`config.mk`:
```
export PLATFORM = sky130hd
export DESIGN_NAME = regfile_seq_ctrl_flat
export DESIGN_NICKNAME = d
export VERILOG_FILES = /design/src/rtl/regfile_seq_pkg.sv /design/src/rtl/regfile_seq_ctrl_if.sv /design/src/rtl/regfile_seq_alu.sv /design/src/rtl/regfile_seq_ctrl.sv /design/src/flat_wrapper.sv
export SDC_FILE = /design/constraint.sdc
export NUM_CORES = 1
export LEC_CHECK = 0
export ABC_AREA = 1
export BUFFER_PORTS_ARGS = -buffer_cell sky130_fd_sc_hd__buf_2
export CORE_MARGIN = 5
export CORE_UTILIZATION = 25
export DETAILED_ROUTE_END_ITERATION = 10
export GPL_ROUTABILITY_DRIVEN = 0
export GPL_TIMING_DRIVEN = 0
export PLACE_DENSITY = 0.4
export SLEW_MARGIN = 20
export SYNTH_ARGS = -nofsm -noshare
export SYNTH_HDL_FRONTEND = slang
export SYNTH_HIERARCHICAL = 1
export SYNTH_SLANG_ARGS = --single-unit
```
`constraint.sdc`:
```
create_clock -name clk -period 2.1 [get_ports clk]
set_input_delay 0.315 -clock clk [delete_from_list [all_inputs] [get_ports clk]]
set_output_delay 0.315 -clock clk [all_outputs]
set_load 0.1 [all_outputs]
```
`src/rtl/regfile_seq_pkg.sv`:
```
// regfile_seq_pkg: shared opcodes, FSM state encoding and default widths for the regfile sequencer.
package regfile_seq_pkg;
    localparam int DATA_W = 16;
    localparam int ADDR_W = 5;
    localparam logic [2:0] OP_ADD  = 3'd0;
    localparam logic [2:0] OP_SUB  = 3'd1;
    localparam logic [2:0] OP_AND  = 3'd2;
    localparam logic [2:0] OP_OR   = 3'd3;
    localparam logic [2:0] OP_LDI  = 3'd4;
    localparam logic [2:0] OP_ADDI = 3'd5;
    localparam logic [2:0] OP_MOV  = 3'd6;
    localparam logic [2:0] OP_RSVD = 3'd7;
    typedef enum logic [1:0] {ST_IDLE, ST_READ, ST_EXEC, ST_WRITE} stateT;
endpackage

```
`src/rtl/regfile_seq_ctrl_if.sv`:
```
// regfile_seq_ctrl_if: valid/ready command channel into the sequencer.
interface regfile_seq_ctrl_if #(parameter int DATA_W = 16, parameter int ADDR_W = 5);
    logic              cmd_valid;
    logic              cmd_ready;
    logic [2:0]        cmd_op;
    logic [ADDR_W-1:0] cmd_rd;
    logic [ADDR_W-1:0] cmd_rs;
    logic [ADDR_W-1:0] cmd_rt;
    logic [DATA_W-1:0] cmd_imm;
    modport master (output cmd_valid, cmd_op, cmd_rd, cmd_rs, cmd_rt, cmd_imm, input cmd_ready);
    modport slave  (input cmd_valid, cmd_op, cmd_rd, cmd_rs, cmd_rt, cmd_imm, output cmd_ready);
endinterface

```
`src/rtl/regfile_seq_alu.sv`:
```
// regfile_seq_alu: combinational datapath for one sequencer command, arithmetic wraps modulo 2^DATA_W.
module regfile_seq_alu
    import regfile_seq_pkg::*;
#(
    parameter int DATA_W = regfile_seq_pkg::DATA_W
) (
    input  logic [2:0]        op,
    input  logic [DATA_W-1:0] a,
    input  logic [DATA_W-1:0] b,
    input  logic [DATA_W-1:0] imm,
    output logic [DATA_W-1:0] result
);
    always_comb begin
        result = op == OP_ADD  ? a + b :
                 op == OP_SUB  ? a - b :
                 op == OP_AND  ? a & b :
                 op == OP_OR   ? a | b :
                 op == OP_LDI  ? imm :
                 op == OP_ADDI ? a + imm :
                 op == OP_MOV  ? a : '0;
    end
endmodule

```
`src/rtl/regfile_seq_ctrl.sv`:
```
// regfile_seq_ctrl: 4-state IDLE/READ/EXEC/WRITE command sequencer owning all register-file ports.
// Optional REGFILE_SEQ_ZERO_REG_EN makes r0 a hardwired zero (reads forced to 0, writes dropped).
module regfile_seq_ctrl
    import regfile_seq_pkg::*;
#(
    parameter int DATA_W = regfile_seq_pkg::DATA_W,
    parameter int ADDR_W = regfile_seq_pkg::ADDR_W
) (
    input  logic              clk,
    input  logic              rst_n,
    regfile_seq_ctrl_if.slave cmd,
    output logic [ADDR_W-1:0] rf_raddr_a,
    output logic [ADDR_W-1:0] rf_raddr_b,
    input  logic [DATA_W-1:0] rf_rdata_a,
    input  logic [DATA_W-1:0] rf_rdata_b,
    output logic              rf_we,
    output logic [ADDR_W-1:0] rf_waddr,
    output logic [DATA_W-1:0] rf_wdata,
    output logic              done,
    output logic              err,
    output logic [DATA_W-1:0] result,
    output logic              zero
);
    stateT             state, nextState;
    logic [2:0]        opReg;
    logic [ADDR_W-1:0] rdReg;
    logic [DATA_W-1:0] immReg, opA, opB, aluReg, aluOut;
    logic              rsvd;
    regfile_seq_alu #(.DATA_W(DATA_W)) alu (.op(opReg), .a(opA), .b(opB), .imm(immReg), .result(aluOut));
    always_ff @(posedge clk or negedge rst_n) begin
        if (!rst_n) state <= ST_IDLE;
        else        state <= nextState;
    end
    always_comb begin
        nextState = state == ST_IDLE ? (cmd.cmd_valid ? ST_READ : ST_IDLE) :
                    state == ST_READ ? ST_EXEC :
                    state == ST_EXEC ? ST_WRITE : ST_IDLE;
    end
    always_comb begin
        rsvd          = opReg == OP_RSVD;
        cmd.cmd_ready = state == ST_IDLE;
        done          = state == ST_WRITE;
        err           = done && rsvd;
`ifdef REGFILE_SEQ_ZERO_REG_EN
        rf_we         = done && !rsvd && rdReg != '0;
`else
        rf_we         = done && !rsvd;
`endif
        rf_waddr      = rdReg;
        rf_wdata      = aluReg;
    end
    // Published result/zero only move when a non-reserved command retires.
    always_ff @(posedge clk or negedge rst_n) begin
        if (!rst_n) begin
            opReg      <= '0;
            rdReg      <= '0;
            rf_raddr_a <= '0;
            rf_raddr_b <= '0;
            immReg     <= '0;
            opA        <= '0;
            opB        <= '0;
            aluReg     <= '0;
            result     <= '0;
            zero       <= 1'b0;
        end else begin
            if (state == ST_IDLE && cmd.cmd_valid) begin
                opReg      <= cmd.cmd_op;
                rdReg      <= cmd.cmd_rd;
                rf_raddr_a <= cmd.cmd_rs;
                rf_raddr_b <= cmd.cmd_rt;
                immReg     <= cmd.cmd_imm;
            end
            if (state == ST_READ) begin
`ifdef REGFILE_SEQ_ZERO_REG_EN
                opA <= rf_raddr_a == '0 ? '0 : rf_rdata_a;
                opB <= rf_raddr_b == '0 ? '0 : rf_rdata_b;
`else
                opA <= rf_rdata_a;
                opB <= rf_rdata_b;
`endif
            end
            if (state == ST_EXEC) aluReg <= aluOut;
            if (state == ST_WRITE && !rsvd) begin
                result <= aluReg;
                zero   <= aluReg == '0;
            end
        end
    end
endmodule

```
`src/flat_wrapper.sv`:
```
// flat-port wrapper written by rule: the top's interface ports become plain ports
module regfile_seq_ctrl_flat import regfile_seq_pkg::*;
#(
    parameter int DATA_W = regfile_seq_pkg::DATA_W,
    parameter int ADDR_W = regfile_seq_pkg::ADDR_W
)
  (clk, rst_n, rf_raddr_a, rf_raddr_b, rf_rdata_a, rf_rdata_b, rf_we, rf_waddr, rf_wdata, done, err, result, zero, cmd_cmd_valid, cmd_cmd_op, cmd_cmd_rd, cmd_cmd_rs, cmd_cmd_rt, cmd_cmd_imm, cmd_cmd_ready);
  regfile_seq_ctrl_if #(.DATA_W(DATA_W), .ADDR_W(ADDR_W)) cmd_i ();
  input  logic clk;
  input  logic rst_n;
  output logic [ADDR_W-1:0] rf_raddr_a;
  output logic [ADDR_W-1:0] rf_raddr_b;
  input  logic [DATA_W-1:0] rf_rdata_a;
  input  logic [DATA_W-1:0] rf_rdata_b;
  output logic rf_we;
  output logic [ADDR_W-1:0] rf_waddr;
  output logic [DATA_W-1:0] rf_wdata;
  output logic done;
  output logic err;
  output logic [DATA_W-1:0] result;
  output logic zero;
  input wire logic [$bits(cmd_i.cmd_valid)-1:0] cmd_cmd_valid;
  input wire logic [$bits(cmd_i.cmd_op)-1:0] cmd_cmd_op;
  input wire logic [$bits(cmd_i.cmd_rd)-1:0] cmd_cmd_rd;
  input wire logic [$bits(cmd_i.cmd_rs)-1:0] cmd_cmd_rs;
  input wire logic [$bits(cmd_i.cmd_rt)-1:0] cmd_cmd_rt;
  input wire logic [$bits(cmd_i.cmd_imm)-1:0] cmd_cmd_imm;
  output wire logic [$bits(cmd_i.cmd_ready)-1:0] cmd_cmd_ready;
  assign cmd_i.cmd_valid = cmd_cmd_valid;
  assign cmd_i.cmd_op = cmd_cmd_op;
  assign cmd_i.cmd_rd = cmd_cmd_rd;
  assign cmd_i.cmd_rs = cmd_cmd_rs;
  assign cmd_i.cmd_rt = cmd_cmd_rt;
  assign cmd_i.cmd_imm = cmd_cmd_imm;
  assign cmd_cmd_ready = cmd_i.cmd_ready;
  regfile_seq_ctrl #(.DATA_W(DATA_W), .ADDR_W(ADDR_W)) u_core (.clk(clk), .rst_n(rst_n), .cmd(cmd_i), .rf_raddr_a(rf_raddr_a), .rf_raddr_b(rf_raddr_b), .rf_rdata_a(rf_rdata_a), .rf_rdata_b(rf_rdata_b), .rf_we(rf_we), .rf_waddr(rf_waddr), .rf_wdata(rf_wdata), .done(done), .err(err), .result(result), .zero(zero));
endmodule
```
==> results.txt <==
----------------------------------------------------
[Run status]
  Result of the run ... finished, violations left
  Failing checks ... negative setup slack

[Floorplan]
  Std-Cell Core Area ... 29,700 um^2
  Initial Util ... 0.254
  Chip width ... 184 um
  Standard-cell row count ... 63
  Area of the die ... 33,800 um^2
  Die Y-Extent ... 184 um
  Top-Level Pins ... 121

[Layout]
  Number of antenna cells inserted ... 0
  Final net count ... 1,273
  Total area of sequential cells ... 2550 um^2
  Multi-input logic area ... 5100 um^2
  Layout cell share with drive strength beyond 1 ... 0.402
  Signed area change from the synthesized netlist to the final layout ... 34.6%
  Count of fill cells added during filler insertion ... 3,157

[Critical path]
  Critical register-to-register path endpoint ... u_core/rf_wdata[2]
  Reg2Reg Depth ... 10
  Type of destination of the critical path ... register
  Worst Setup Path Type ... reg -> reg
  Launching element type of the critical path ... register
  Arrival time worst endpoint ... 2440 ps
  WP data required ... 2330 ps
  Launch point of the worst reg-to-reg path ... u_core/opA[0]
  Maximum fanout along the worst path ... 3
  FF-to-FF setup slack ... -120 ps

[Global route]
  Antenna violations before repair ... 0
  Via count of the first global-routing pass ... 6,931
  Overall track demand over capacity in global routing ... 0.149
  GRT overflow ... 0
  Largest net degree at the start of global routing ... 53
  Global-route wire length before repair ... 39,200 um

[CTS]
  Clock Latency Late Sink ... 370 ps
  Clock transition at the registers of the reported paths ... 80 ps
  Total CTS buffers ... 9
  CTS H-tree lvls ... 3
  Root buffer selected by CTS ... sky130_fd_sc_hd__clkbuf_16
  CTS tree ... done
  Maximum count of clock buffers along a single path ... 2
  CTS Sinks ... 101

[Timing]
  Max_slew headroom ... 0.638
  Final worst clock skew ... 11.5 ps
  Max Slew Vio Count ... 0
  Final min period ... 2220 ps
  Final hold violation count ... 0
  Max Fclk ... 451 MHz
  Actual transition at the worst max-transition pin ... 544 ps
  Post-route worst setup slack ... -118 ps
  Post-route clock period utilization ... 1.06
  Final setup violation count ... 6
  Setup repair after global routing missed its margin ... true

[Routing]
  Routed WL ... 25,100 um
  Initial drt markers ... 397
  Vias after detailed routing ... 6,874
  Via/cell ratio ... 4.50
  First-pass DRT Iterations ... 5
  Drt drc ... 0
  Antenna-violating nets left ... 0
  Wire per inst ... 16.4 um

[Worst hold path]
  End of the worst hold path ... u_core/opA[8]
  Class of the worst hold path ... in -> reg
  Number of instances on the worst hold path ... 2
  Source of the worst hold timing path ... rf_rdata_a[8]

[Synthesis]
  Number of synthesized flops with an enable pin ... 0
  Synthesized cell area ... 7560 um^2
  Share of the yosys chip area belonging to registers ... 0.334
  Number of storage elements in the synthesis netlist ... 101
  Most used flip-flop cell after synthesis ... sky130_fd_sc_hd__dfrtp_1
  Cell types occupying the most area after synthesis ... sky130_fd_sc_hd__dfrtp_1 (33%), sky130_fd_sc_hd__ha_1 (11%), sky130_fd_sc_hd__nand2_1 (11%)
  Netlist cell types ... 46
  Net count of the mapped netlist ... 1,093
  Biggest area consumer among synthesized cells ... sky130_fd_sc_hd__dfrtp_1
  Warnings from Yosys ... 6
  Share of Yosys cell area claimed by the top area cell type ... 0.334
  Avg Synthesized Cell Area ... 7.92 um^2
  Synthesized netlist cell count ... 954
  Fraction of registers with async set or reset after synthesis ... 1.00

[Job]
  Max-cap violation count ... 0

[Placement]
  Pre-CTS worst setup slack ... -412 ps
  Count of input and output buffers ... 120
  DP Wirelength ... 19,300 um

----------------------------------------------------
[timing repair]
| item | CTS | global route |
|---|---|---|
| endpoints found under the setup margin | 17 | 15 |
| hold endpoints to repair | 51 | 0 |
| pin swaps | 31 | 30 |
| gates resized for setup | 153 | 67 |
| setup buffers | 35 | 14 |
| hold buffers | 1 | 0 |
[registers in the layout, indices dropped and copies added (netlist names)]
name	flops
u_core/immReg	16
u_core/opA	16
u_core/opB	16
u_core/opReg	3
u_core/result	16
u_core/rf_raddr_a	5
u_core/rf_raddr_b	5
u_core/rf_waddr	5
u_core/rf_wdata	16
u_core/state	2
u_core/zero	1
[through the flow]
| stage | util | setup TNS, ps | area (um^2) | std cells | hold WS, ps |
|---|---|---|---|---|---|
| CTS | 0.332 | -350 | 9870 | 1516 | 144 |
| detailed placement | 0.293 | -3950 | 8700 | 1465 | 309 |
| global placement | 0.292 | -74930 | 8660 | 1464 | 463 |
| floorplan | - | 0 | 7570 | 954 | 19.4 |
| global route | 0.342 | -2120 | 10200 | 1529 | 159 |
| finish | 0.342 | -374 | 10200 | 1529 | 165 |
[synth_stat cells, types with 3 or more instances]
| master | instances |
|---|---|
| sky130_fd_sc_hd__nand2_1 | 223 |
| sky130_fd_sc_hd__inv_1 | 127 |
| sky130_fd_sc_hd__dfrtp_1 | 101 |
| sky130_fd_sc_hd__nor2_1 | 78 |
| sky130_fd_sc_hd__ha_1 | 67 |
| sky130_fd_sc_hd__nand3_1 | 63 |
| sky130_fd_sc_hd__o21ai_0 | 58 |
| sky130_fd_sc_hd__a21oi_1 | 55 |
| sky130_fd_sc_hd__mux2_2 | 35 |
| sky130_fd_sc_hd__mux2_4 | 29 |
| sky130_fd_sc_hd__nand4_1 | 18 |
| sky130_fd_sc_hd__buf_2 | 11 |
| sky130_fd_sc_hd__xor2_1 | 9 |
| sky130_fd_sc_hd__buf_6 | 8 |
| sky130_fd_sc_hd__nor3_1 | 7 |
| sky130_fd_sc_hd__o21ai_1 | 7 |
| sky130_fd_sc_hd__inv_2 | 6 |
| sky130_fd_sc_hd__a21oi_2 | 3 |
| sky130_fd_sc_hd__buf_4 | 3 |
| sky130_fd_sc_hd__clkbuf_1 | 3 |
| sky130_fd_sc_hd__clkbuf_2 | 3 |
| sky130_fd_sc_hd__fa_1 | 3 |
| sky130_fd_sc_hd__nand3b_1 | 3 |
| sky130_fd_sc_hd__xnor2_1 | 3 |
[cells in the final DEF (no fill, tap or decap), types with 4 or more instances in the layout]
master / instances
sky130_fd_sc_hd__ha_1: 40
sky130_fd_sc_hd__inv_1: 109
sky130_fd_sc_hd__nand3_4: 4
sky130_fd_sc_hd__dfrtp_2: 16
sky130_fd_sc_hd__nand2_4: 5
sky130_fd_sc_hd__a21oi_2: 20
sky130_fd_sc_hd__buf_6: 13
sky130_fd_sc_hd__nor2_2: 11
sky130_fd_sc_hd__mux2_4: 29
sky130_fd_sc_hd__clkbuf_16: 9
sky130_fd_sc_hd__o21ai_1: 25
sky130_fd_sc_hd__o21ai_2: 6
sky130_fd_sc_hd__buf_4: 51
sky130_fd_sc_hd__buf_2: 124
sky130_fd_sc_hd__xor2_1: 9
sky130_fd_sc_hd__nand3_2: 21
sky130_fd_sc_hd__nand3_1: 40
sky130_fd_sc_hd__nand4_1: 18
sky130_fd_sc_hd__nand2_1: 190
sky130_fd_sc_hd__nor2_1: 68
sky130_fd_sc_hd__inv_2: 20
sky130_fd_sc_hd__nand2_2: 29
sky130_fd_sc_hd__o21ai_0: 34
sky130_fd_sc_hd__a21oi_1: 33
sky130_fd_sc_hd__ha_2: 5
sky130_fd_sc_hd__ha_4: 22
sky130_fd_sc_hd__dfrtp_1: 85
sky130_fd_sc_hd__nor3_2: 6
sky130_fd_sc_hd__a21oi_4: 5
sky130_fd_sc_hd__mux2_2: 35
[logic make-up after synthesis]
group / after synthesis / synth area share
AOI/OAI and AO/OA: 138 / 0.0977
adders and majority gates: 70 / 0.119
buffers and inverters: 162 / 0.0922
DFF: 101 / 0.334
muxes: 66 / 0.113
xor gates and xnor gates: 12 / 0.0139
and+or+nand+nor: 405 / 0.230
[final cells by class]
class	count	area share
clock inverters	7	0.00554
inverters	134	0.0507
clock buffers	9	0.0221
flip-flops and latches	101	0.250
multi-input cells	691	0.502
repair buffers	171	0.102
well taps	390	0.0480
plain buffers	26	0.0193
[worst max-delay path by stage]
stage | cells after the start | endpoint | from | slack, ps
finish | 10 | u_core/rf_wdata[2] | u_core/opA[0] | -120
global route | 13 | u_core/rf_wdata[12] | u_core/opA[0] | -210
CTS | 12 | u_core/rf_wdata[14] | u_core/opA[6] | -80
detailed placement | 16 | u_core/rf_wdata[15] | u_core/opA[1] | -410
global placement | 1 | u_core/rf_raddr_b[0] | rst_n | -720
floorplan | 13 | u_core/rf_wdata[8] | u_core/opA[0] | 110
[critical path: stages (launching register included)]
cell and delay [ps]:
sky130_fd_sc_hd__dfrtp_2 440, sky130_fd_sc_hd__buf_4 150, sky130_fd_sc_hd__ha_4 150, sky130_fd_sc_hd__fa_2 370, sky130_fd_sc_hd__buf_4 150, sky130_fd_sc_hd__xnor2_1 140, sky130_fd_sc_hd__o22ai_1 100, sky130_fd_sc_hd__a211oi_2 230
sky130_fd_sc_hd__o2111ai_1 180, sky130_fd_sc_hd__nand2_1 100, sky130_fd_sc_hd__o21ai_1 60
[per-layer routing]
layer	vias up	wire (um)	GRT usage
met4	0	291	0.0308
met5	-	0	0
li1	3479	-	-
met1	3267	12300	0.208
met3	16	827	0.0235
met2	112	11600	0.247
Power is left out: the tool's default activity adds up to more than one toggle a clock period on the data nets, which glitch-free logic cannot reach.
